===== src/rtl/kb_tx_pkg.sv =====
// Shared definitions for the PS/2 host-to-device transmitter.
// Register map, STATUS bit positions, FSM states and frame helper.
package kb_tx_pkg;

    localparam logic [1:0] REG_TXDATA = 2'd0;
    localparam logic [1:0] REG_STATUS = 2'd1;
    localparam logic [1:0] REG_CTRL   = 2'd2;

    localparam int ST_BUSY    = 0;
    localparam int ST_DONE    = 1;
    localparam int ST_ACKERR  = 2;
    localparam int ST_TIMEOUT = 3;
    localparam int ST_OVR     = 4;

    typedef enum logic [2:0] {
        IDLE,
        INHIBIT,
        REQ,
        DATA,
        WAIT_IDLE
    } state_t;

    // Wire order after the start bit: d0..d7, odd parity, stop.
    function automatic logic [9:0] frame_bits(input logic [7:0] b);
        return {1'b1, ~^b, b};
    endfunction

endpackage


===== src/rtl/kb_tx_if.sv =====
// Wishbone slave bundle for the PS/2 transmitter.
// Master drives the cycle, slave answers with ack and read data.
interface kb_tx_if;

    logic        cyc_i;
    logic        stb_i;
    logic        we_i;
    logic [3:0]  sel_i;
    logic [31:0] adr_i;
    logic [31:0] dat_i;
    logic [31:0] dat_o;
    logic        ack_o;

    modport master (
        output cyc_i, stb_i, we_i, sel_i, adr_i, dat_i,
        input  dat_o, ack_o
    );

    modport slave (
        input  cyc_i, stb_i, we_i, sel_i, adr_i, dat_i,
        output dat_o, ack_o
    );

endinterface


===== src/rtl/kb_tx_sync.sv =====
// Two-flop synchronizer for one PS/2 line plus falling-edge pulse.
// Flops reset high so a released line never looks like an edge.
module ps2_line_sync (
    input  logic clk_i,
    input  logic rst_i,
    input  logic line_i,
    output logic level_o,
    output logic fall_o
);

    logic s1;
    logic s2;
    logic prev;

    // Bring the line into the clock domain and keep one cycle history
    always_ff @(posedge clk_i or negedge rst_i) begin
        if (!rst_i) begin
            s1   <= 1'b1;
            s2   <= 1'b1;
            prev <= 1'b1;
        end else begin
            s1   <= line_i;
            s2   <= s1;
            prev <= s2;
        end
    end

    assign level_o = s2;
    assign fall_o  = prev & ~s2;

endmodule


===== src/rtl/kb_tx.sv =====
// PS/2 host-to-device transmitter with a Wishbone register front end.
// Inhibit, request-to-send, 8 data bits, odd parity, stop, ack check.
module kb_tx
    import kb_tx_pkg::*;
#(
    parameter int CLOCK_FREQ = 50000000,
    parameter int INHIBIT_US = 100,
    parameter int TIMEOUT_MS = 15
) (
    input  logic   clk_i,
    input  logic   rst_i,
    kb_tx_if.slave wb,
    output logic   int_o,
    output logic   busy_o,
    input  logic   kb_clk_i,
    input  logic   kb_dat_i,
    output logic   kb_clk_oe_o,
    output logic   kb_dat_oe_o
);

    localparam int INH_CYC = CLOCK_FREQ / 1000000 * INHIBIT_US;
    localparam int TO_CYC  = CLOCK_FREQ / 1000 * TIMEOUT_MS;
    localparam int MAX_CYC = (TO_CYC > INH_CYC) ? TO_CYC : INH_CYC;
    localparam int CNT_W   = $clog2(MAX_CYC + 1);

    localparam logic [CNT_W-1:0] INH_LAST = CNT_W'(INH_CYC - 1);
    localparam logic [CNT_W-1:0] TO_LAST  = CNT_W'(TO_CYC - 1);

    state_t           state;
    logic [CNT_W-1:0] cnt;
    logic [3:0]       bitcnt;
    logic [7:0]       txdata;
    logic [4:1]       sticky;
    logic [4:1]       sticky_nxt;
    logic             ie;
    logic             ack_q;
    logic [31:0]      rdata;
    logic [9:0]       frame;

    logic sclk;
    logic sclk_fall;
    logic sdat;
    logic unused_dat_fall;
    logic unused_bits;

    ps2_line_sync u_clk_sync (
        .clk_i   (clk_i),
        .rst_i   (rst_i),
        .line_i  (kb_clk_i),
        .level_o (sclk),
        .fall_o  (sclk_fall)
    );

    ps2_line_sync u_dat_sync (
        .clk_i   (clk_i),
        .rst_i   (rst_i),
        .line_i  (kb_dat_i),
        .level_o (sdat),
        .fall_o  (unused_dat_fall)
    );

    assign unused_bits = &{1'b0, wb.adr_i[31:4], wb.adr_i[1:0],
                           wb.dat_i[31:8], wb.sel_i[3:1],
                           unused_dat_fall};

    logic bus_req;
    logic wr;
    logic wr_tx;
    logic wr_st;
    logic wr_ctrl;
    logic start;
    logic ovr_set;
    logic tmo;
    logic ack_edge;
    logic fin;

    assign bus_req = wb.cyc_i & wb.stb_i;
    assign wr      = ack_q & bus_req & wb.we_i & wb.sel_i[0];
    assign wr_tx   = wr & (wb.adr_i[3:2] == REG_TXDATA);
    assign wr_st   = wr & (wb.adr_i[3:2] == REG_STATUS);
    assign wr_ctrl = wr & (wb.adr_i[3:2] == REG_CTRL);
    assign start   = wr_tx & (state == IDLE);
    assign ovr_set = wr_tx & (state != IDLE);

    assign tmo = ((state == REQ) || (state == DATA) ||
                  (state == WAIT_IDLE)) && (cnt == TO_LAST);
    assign ack_edge = (state == DATA) && sclk_fall &&
                      (bitcnt == 4'd10) && !tmo;
    assign fin = (state == WAIT_IDLE) && sclk && sdat && !tmo;

    assign frame  = frame_bits(txdata);
    assign busy_o = (state != IDLE);

    // Frame sequencer: drives the open-drain enables from registers
    always_ff @(posedge clk_i or negedge rst_i) begin
        if (!rst_i) begin
            state       <= IDLE;
            cnt         <= '0;
            bitcnt      <= '0;
            kb_clk_oe_o <= 1'b0;
            kb_dat_oe_o <= 1'b0;
        end else if (tmo) begin
            state       <= IDLE;
            kb_clk_oe_o <= 1'b0;
            kb_dat_oe_o <= 1'b0;
        end else begin
            unique case (state)
                IDLE: begin
                    if (start) begin
                        state       <= INHIBIT;
                        cnt         <= '0;
                        kb_clk_oe_o <= 1'b1;
                        kb_dat_oe_o <= 1'b0;
                    end
                end
                INHIBIT: begin
                    if (cnt == INH_LAST) begin
                        state       <= REQ;
                        cnt         <= '0;
                        kb_clk_oe_o <= 1'b0;
                        kb_dat_oe_o <= 1'b1;
                    end else begin
                        cnt <= cnt + CNT_W'(1);
                    end
                end
                REQ: begin
                    cnt <= cnt + CNT_W'(1);
                    if (sclk_fall) begin
                        state       <= DATA;
                        bitcnt      <= 4'd1;
                        kb_dat_oe_o <= ~frame[0];
                    end
                end
                DATA: begin
                    cnt <= cnt + CNT_W'(1);
                    if (sclk_fall) begin
                        if (bitcnt == 4'd10) begin
                            state       <= WAIT_IDLE;
                            kb_dat_oe_o <= 1'b0;
                        end else begin
                            kb_dat_oe_o <= ~frame[bitcnt];
                            bitcnt      <= bitcnt + 4'd1;
                        end
                    end
                end
                WAIT_IDLE: begin
                    cnt <= cnt + CNT_W'(1);
                    if (sclk && sdat) begin
                        state <= IDLE;
                    end
                end
                default: state <= IDLE;
            endcase
        end
    end

    // Sticky status: clears apply first so hardware sets win
    always_comb begin
        sticky_nxt = sticky;
        if (wr_st) begin
            sticky_nxt = sticky_nxt & ~wb.dat_i[4:1];
        end
        if (start) begin
            sticky_nxt[ST_TIMEOUT:ST_DONE] = '0;
        end
        if (fin || tmo) begin
            sticky_nxt[ST_DONE] = 1'b1;
        end
        if (ack_edge && sdat) begin
            sticky_nxt[ST_ACKERR] = 1'b1;
        end
        if (tmo) begin
            sticky_nxt[ST_TIMEOUT] = 1'b1;
        end
        if (ovr_set) begin
            sticky_nxt[ST_OVR] = 1'b1;
        end
    end

    // Bus ack, register updates and the registered interrupt
    always_ff @(posedge clk_i or negedge rst_i) begin
        if (!rst_i) begin
            ack_q  <= 1'b0;
            txdata <= '0;
            sticky <= '0;
            ie     <= 1'b0;
            int_o  <= 1'b0;
        end else begin
            ack_q  <= bus_req & ~ack_q;
            sticky <= sticky_nxt;
            int_o  <= ie & (|sticky);
            if (start) begin
                txdata <= wb.dat_i[7:0];
            end
            if (wr_ctrl) begin
                ie <= wb.dat_i[0];
            end
        end
    end

    // Read mux, only presented while ack is high
    always_comb begin
        rdata = '0;
        unique case (wb.adr_i[3:2])
            REG_TXDATA: rdata[7:0] = txdata;
            REG_STATUS: rdata[4:0] = {sticky, busy_o};
            REG_CTRL:   rdata[0]   = ie;
            default:    rdata      = '0;
        endcase
    end

    assign wb.ack_o = ack_q;
    assign wb.dat_o = ack_q ? rdata : 32'd0;

endmodule

===== src/flat_wrapper.sv =====
// flat-port wrapper written by rule: the top's interface ports become plain ports
module kb_tx_flat import kb_tx_pkg::*;
#(
    parameter int CLOCK_FREQ = 50000000,
    parameter int INHIBIT_US = 100,
    parameter int TIMEOUT_MS = 15
)
  (clk_i, rst_i, int_o, busy_o, kb_clk_i, kb_dat_i, kb_clk_oe_o, kb_dat_oe_o, wb_cyc_i, wb_stb_i, wb_we_i, wb_sel_i, wb_adr_i, wb_dat_i, wb_dat_o, wb_ack_o);
  kb_tx_if wb_i ();
  input  logic clk_i;
  input  logic rst_i;
  output logic int_o;
  output logic busy_o;
  input  logic kb_clk_i;
  input  logic kb_dat_i;
  output logic kb_clk_oe_o;
  output logic kb_dat_oe_o;
  input wire logic [$bits(wb_i.cyc_i)-1:0] wb_cyc_i;
  input wire logic [$bits(wb_i.stb_i)-1:0] wb_stb_i;
  input wire logic [$bits(wb_i.we_i)-1:0] wb_we_i;
  input wire logic [$bits(wb_i.sel_i)-1:0] wb_sel_i;
  input wire logic [$bits(wb_i.adr_i)-1:0] wb_adr_i;
  input wire logic [$bits(wb_i.dat_i)-1:0] wb_dat_i;
  output wire logic [$bits(wb_i.dat_o)-1:0] wb_dat_o;
  output wire logic [$bits(wb_i.ack_o)-1:0] wb_ack_o;
  assign wb_i.cyc_i = wb_cyc_i;
  assign wb_i.stb_i = wb_stb_i;
  assign wb_i.we_i = wb_we_i;
  assign wb_i.sel_i = wb_sel_i;
  assign wb_i.adr_i = wb_adr_i;
  assign wb_i.dat_i = wb_dat_i;
  assign wb_dat_o = wb_i.dat_o;
  assign wb_ack_o = wb_i.ack_o;
  kb_tx #(.CLOCK_FREQ(CLOCK_FREQ), .INHIBIT_US(INHIBIT_US), .TIMEOUT_MS(TIMEOUT_MS)) u_core (.clk_i(clk_i), .rst_i(rst_i), .wb(wb_i), .int_o(int_o), .busy_o(busy_o), .kb_clk_i(kb_clk_i), .kb_dat_i(kb_dat_i), .kb_clk_oe_o(kb_clk_oe_o), .kb_dat_oe_o(kb_dat_oe_o));
endmodule

===== config.mk =====
export PLATFORM = sky130hd
export DESIGN_NAME = kb_tx_flat
export DESIGN_NICKNAME = d
export VERILOG_FILES = /design/src/rtl/kb_tx_pkg.sv /design/src/rtl/kb_tx_if.sv /design/src/rtl/kb_tx_sync.sv /design/src/rtl/kb_tx.sv /design/src/flat_wrapper.sv
export SDC_FILE = /design/constraint.sdc
export NUM_CORES = 1
export LEC_CHECK = 0
export ABC_AREA = 1
export CORE_ASPECT_RATIO = 0.6
export CORE_MARGIN = 1
export CORE_UTILIZATION = 43
export CTS_BUF_LIST = sky130_fd_sc_hd__clkbuf_8
export DETAILED_ROUTE_END_ITERATION = 16
export GPL_ROUTABILITY_DRIVEN = 1
export PLACE_DENSITY_LB_ADDON = 0.12
export SYNTH_ARGS = -nofsm -noshare
export SYNTH_HDL_FRONTEND = slang
export SYNTH_HIERARCHICAL = 1
export SYNTH_SLANG_ARGS = --single-unit

===== constraint.sdc =====
create_clock -name clk_i -period 1.92 [get_ports clk_i]
set_clock_uncertainty 0.15 [all_clocks]
set_input_delay 0.192 -clock clk_i [delete_from_list [all_inputs] [get_ports clk_i]]
set_output_delay 0.192 -clock clk_i [all_outputs]
set_load 0.1 [all_outputs]

* Word level (Yosys, flattened, before mapping)
Cells that the tools add are included. W data, S select, Z words.
Storage, ports and cells: input port bits 75, output and inout port bits 37, register bits 49, logic and storage cells 129
Cells by class: reduce and logical (&&, ||, !) cells 32, eq/ne operators 19, muxes and demuxes 38, bitwise logic cells 19, add/subtract/negate cells 2, $lt $le $gt $ge 1
Operator list (number):
- $pmux W20 S3 | 1
- $mux W20 | 2
- $mux W3 | 9
- $add A20 B1 Y20 const B | 1
- $eq A20 B13 Y1 const B | 1
- $eq A20 B20 Y1 const B | 1
- $reduce_bool A3 Y1 | 6
- $mux W4 | 4
- $pmux W4 S2 | 2
- $pmux W3 S5 | 1
- $mux W1 | 14
- $and A1 B1 Y1 | 12
- $ne A3 B1 Y1 const B | 4
- $reduce_and A5 Y1 | 2
- $logic_and A1 B1 Y1 | 9
- $mux W8 | 1
- $reduce_xnor A8 Y1 | 1
- $eq A3 B2 Y1 const B | 2
- $ne A2 B1 Y1 const B | 3
- $ne A3 B2 Y1 const B | 2
- $reduce_and A3 Y1 | 2
- $reduce_and A6 Y1 | 1
- $lt A4 B5 Y1 const B | 1
- $not A1 Y1 | 5
- 21 further kinds | 24

* Depth between registers and ports, before layout
word-level depth 9, gate-level depth with buffers 13, depth with buffers taken out 13

* By module
The synthesis kept the hierarchy.
By module, submodules not included:
- kb_tx | seq. area each 1101.1 um^2, area each 3275.6 um^2, cells an instance 487, times used 1
- ps2_line_sync | seq. area each 78.8 um^2, area each 88.8 um^2, cells an instance 5, times used 2

* Worst setup path before layout
Ideal clock, no wire load.
path kind reg-to-output, start point register u_core.ack_q, in the netlist u_core/wb.ack_o, end point output wb_dat_o[1], data arrival time 3.569 ns, path slack -1.991 ns, stages on the path, launching flop included 3, required time 1.578 ns, path through dfrtp_1 > inv_1 > o32ai_1
On the way: word-level cells in the longest chain between the ends 1
RTL lines:
- start: declaration | RTL line kb_tx.sv:36 | logic ack_q;
- start signal: assignment | RTL line kb_tx.sv:189 | ack_q <= bus_req & ~ack_q;
- $mux W8 | RTL line kb_tx.sv:213 | assign wb.dat_o = ack_q ? rdata : 32'd0;
- end: declaration | RTL line flat_wrapper.sv:24 | output wire logic [$bits(wb_i.dat_o)-1:0] wb_dat_o;
Every way passes these cells.

* Final worst setup path
start point register u_core.state[1], end point output wb_dat_o[0]
On the way: word-level cells in the longest chain between the ends 3
RTL lines:
- start: declaration | RTL line kb_tx.sv:29 | state_t state;
- start signal: assignment | RTL line kb_tx.sv:97 | state <= IDLE;
- start signal: assignment | RTL line kb_tx.sv:103 | state <= IDLE;
- start signal: assignment | RTL line kb_tx.sv:110 | state <= INHIBIT;
- $reduce_bool A3 Y1 | RTL line kb_tx.sv:92 | assign busy_o = (state != IDLE);
- $pmux W1 S3 | RTL line kb_tx.sv:204 | unique case (wb.adr_i[3:2])
- $mux W8 | RTL line kb_tx.sv:213
Every way passes these cells.

==> results.txt <==
Setup TNS -> 0 ns
Mapped Area -> 0.003417 sq mm
CTS sink cnt -> 49
Synth warn -> 6
Pins Over Slew Limit -> 0
Crit path required time -> 1.58 ns
Initial antenna violation count -> 0
Vias in the first global route -> 3168
CTS tree -> done
Initial cell density of the core -> 45.70%
Max clock buf depth -> 2
Max-cap violations -> 0
HP Class -> in2reg
Root buffer cell -> clkbuf_8
Peak supply drop -> 0.0008976 V
Total grt overflow -> 0
Highest net fanout along the worst path -> 5
Power Total -> 5130 uW
Tmin final -> 1.887 ns
Cells after synthesis -> 494
Status -> finished clean
Inserted Clock Buffers -> 5
I/O Buffers -> 30
Crit Path Class -> reg2out
Synth-to-Final Area Change -> 33.32%
H-tree Lvls -> 2
Final Hold Violating Endpoints -> 0
DR WL/cell -> 14.49 um
Global-route wire length before repair -> 16.08 mm
Setup crit end kind -> output port
Hold slack final -> 0.1247 ns
Fraction of layout cells with a size suffix above 1 -> 24.04%
Nets -> 647
ANT cells -> 0
P_leak -> 0.002064 uW
Skew-Pair Late Insertion Delay -> 0.31 ns
Final clock period utilization by the worst path -> 98.28%
Via density -> 5.154
Die H -> 71.05 um
HPWL after DPL -> 7.717 mm
Tot GR Track Use -> 25.42%
RSZ-0062 raised after global routing -> yes
Detailed-route via count -> 3474
Drt pass-1 iters -> 7
Most frequent cells in the layout -> nand2_1, inv_1, nor2_1
Drt initial violations -> 299
# setup viols final -> 0
Power Dens Cells -> 1126 mW/mm^2
R2r setup slk -> 0.05 ns
Num ports -> 112
Critical path arrival -> 1.54 ns
# DRC -> 0
Post-route ant nets -> 0
RePlAce Congestion -> 0.9719
Die Area -> 0.008319 sq mm
Crit path launch type -> register
Clock Pin Slew Worst Setup and Hold Paths -> 0.10 ns
Die Wd -> 117.1 um
Most common cell after layout, fill and taps aside -> nand2_1
Fmax achieved -> 530.0 MHz
Core Rows -> 24
Post-Syn Area per Cell -> 6.917 sq um
CORE AREA -> 0.007477 sq mm
Largest net degree at the start of global routing -> 37
Final wirelength -> 9.764 mm
[stage by stage]
stage | area [sq um] | worst slack [ns] | util, % | std cells
floorplan | 3660 | -0.2035 | - | 517
global placement | 4267 | -0.2305 | 57.06 | 655
detailed placement | 4267 | -0.2425 | 57.06 | 655
CTS | 4457 | 0.005230 | 59.61 | 670
global route | 4556 | -0.01288 | 60.93 | 674
finish | 4556 | 0.03308 | 60.93 | 674
[power breakdown]
| part | switching [uW] | total (uW) | internal, uW |
|---|---|---|---|
| sequential | 187 | 1390 | 1200 |
| combinational | 1900 | 2940 | 1040 |
| clock | 376 | 800 | 424 |
[final timing paths]
kind / startpoint / to / cells after the start
max in group asynchronous: rst_i / u_core/u_clk_sync/level_o$_DFF_PN1_ / 3
min in group asynchronous: rst_i / u_core/wb.ack_o$_DFF_PN0_ / 2
min reg2reg: u_core/u_dat_sync/s1$_DFF_PN1_ / u_core/u_dat_sync/level_o$_DFF_PN1_ / 0
max: u_core/state[1]$_DFFE_PN0P_ / wb_dat_o[0] / 6
max reg2reg: u_core/cnt[9]$_DFFE_PN0P_ / u_core/cnt[12]$_DFFE_PN0P_ / 9
min: kb_dat_i / u_core/u_dat_sync/s1$_DFF_PN1_ / 1
[registers in the layout, indices dropped and copies added (netlist names)]
name	flops
u_core/u_dat_sync/level_o	1
u_core/wb.ack_o	1
u_core/u_dat_sync/s1	1
u_core/kb_dat_oe_o	1
u_core/int_o	1
u_core/sticky	4
u_core/bitcnt	4
u_core/u_clk_sync/level_o	1
u_core/state	3
u_core/cnt	20
u_core/txdata	8
u_core/u_clk_sync/s1	1
u_core/kb_clk_oe_o	1
u_core/ie	1
u_core/u_clk_sync/prev	1
[metal layers]
layer	vias up	wire length (um)	GRT usage, %	share of wire (%)
li1	1715	-	-	-
met1	1566	5055	42.77	52
met2	182	3440	30.77	35
met3	11	1202	7.284	12
met4	0	66	4.360	0.68
met5	-	0	0	0
[timing repair]
action                                  in CTS  in global routing
setup buffers                                6                  4
hold buffers                                 1                  0
gates resized for setup                      6                 25
endpoints found under the setup margin       5                 30
pin swaps                                    2                 11
endpoints found under the hold margin       13                  0
[area by class of cell]
class | instances | area (sq um)
fill | 664 | 2922
multi-input combinational | 376 | 2012
sequential | 49 | 1242
timing repair buffer | 76 | 807.0
inverter | 61 | 244.0
tap | 104 | 130.1
clock buffer | 6 | 82.58
clock inverter | 2 | 37.54
[worst max-delay path, cell delays in order (launching register included)]
cell,delay [ns]
dfrtp_1,0.39
buf_4,0.16
nor2_4,0.17
clkinvlp_4,0.14
nand2_2,0.10
a31oi_4,0.10
buf_12,0.18
(Power assumes the default switching activity.)
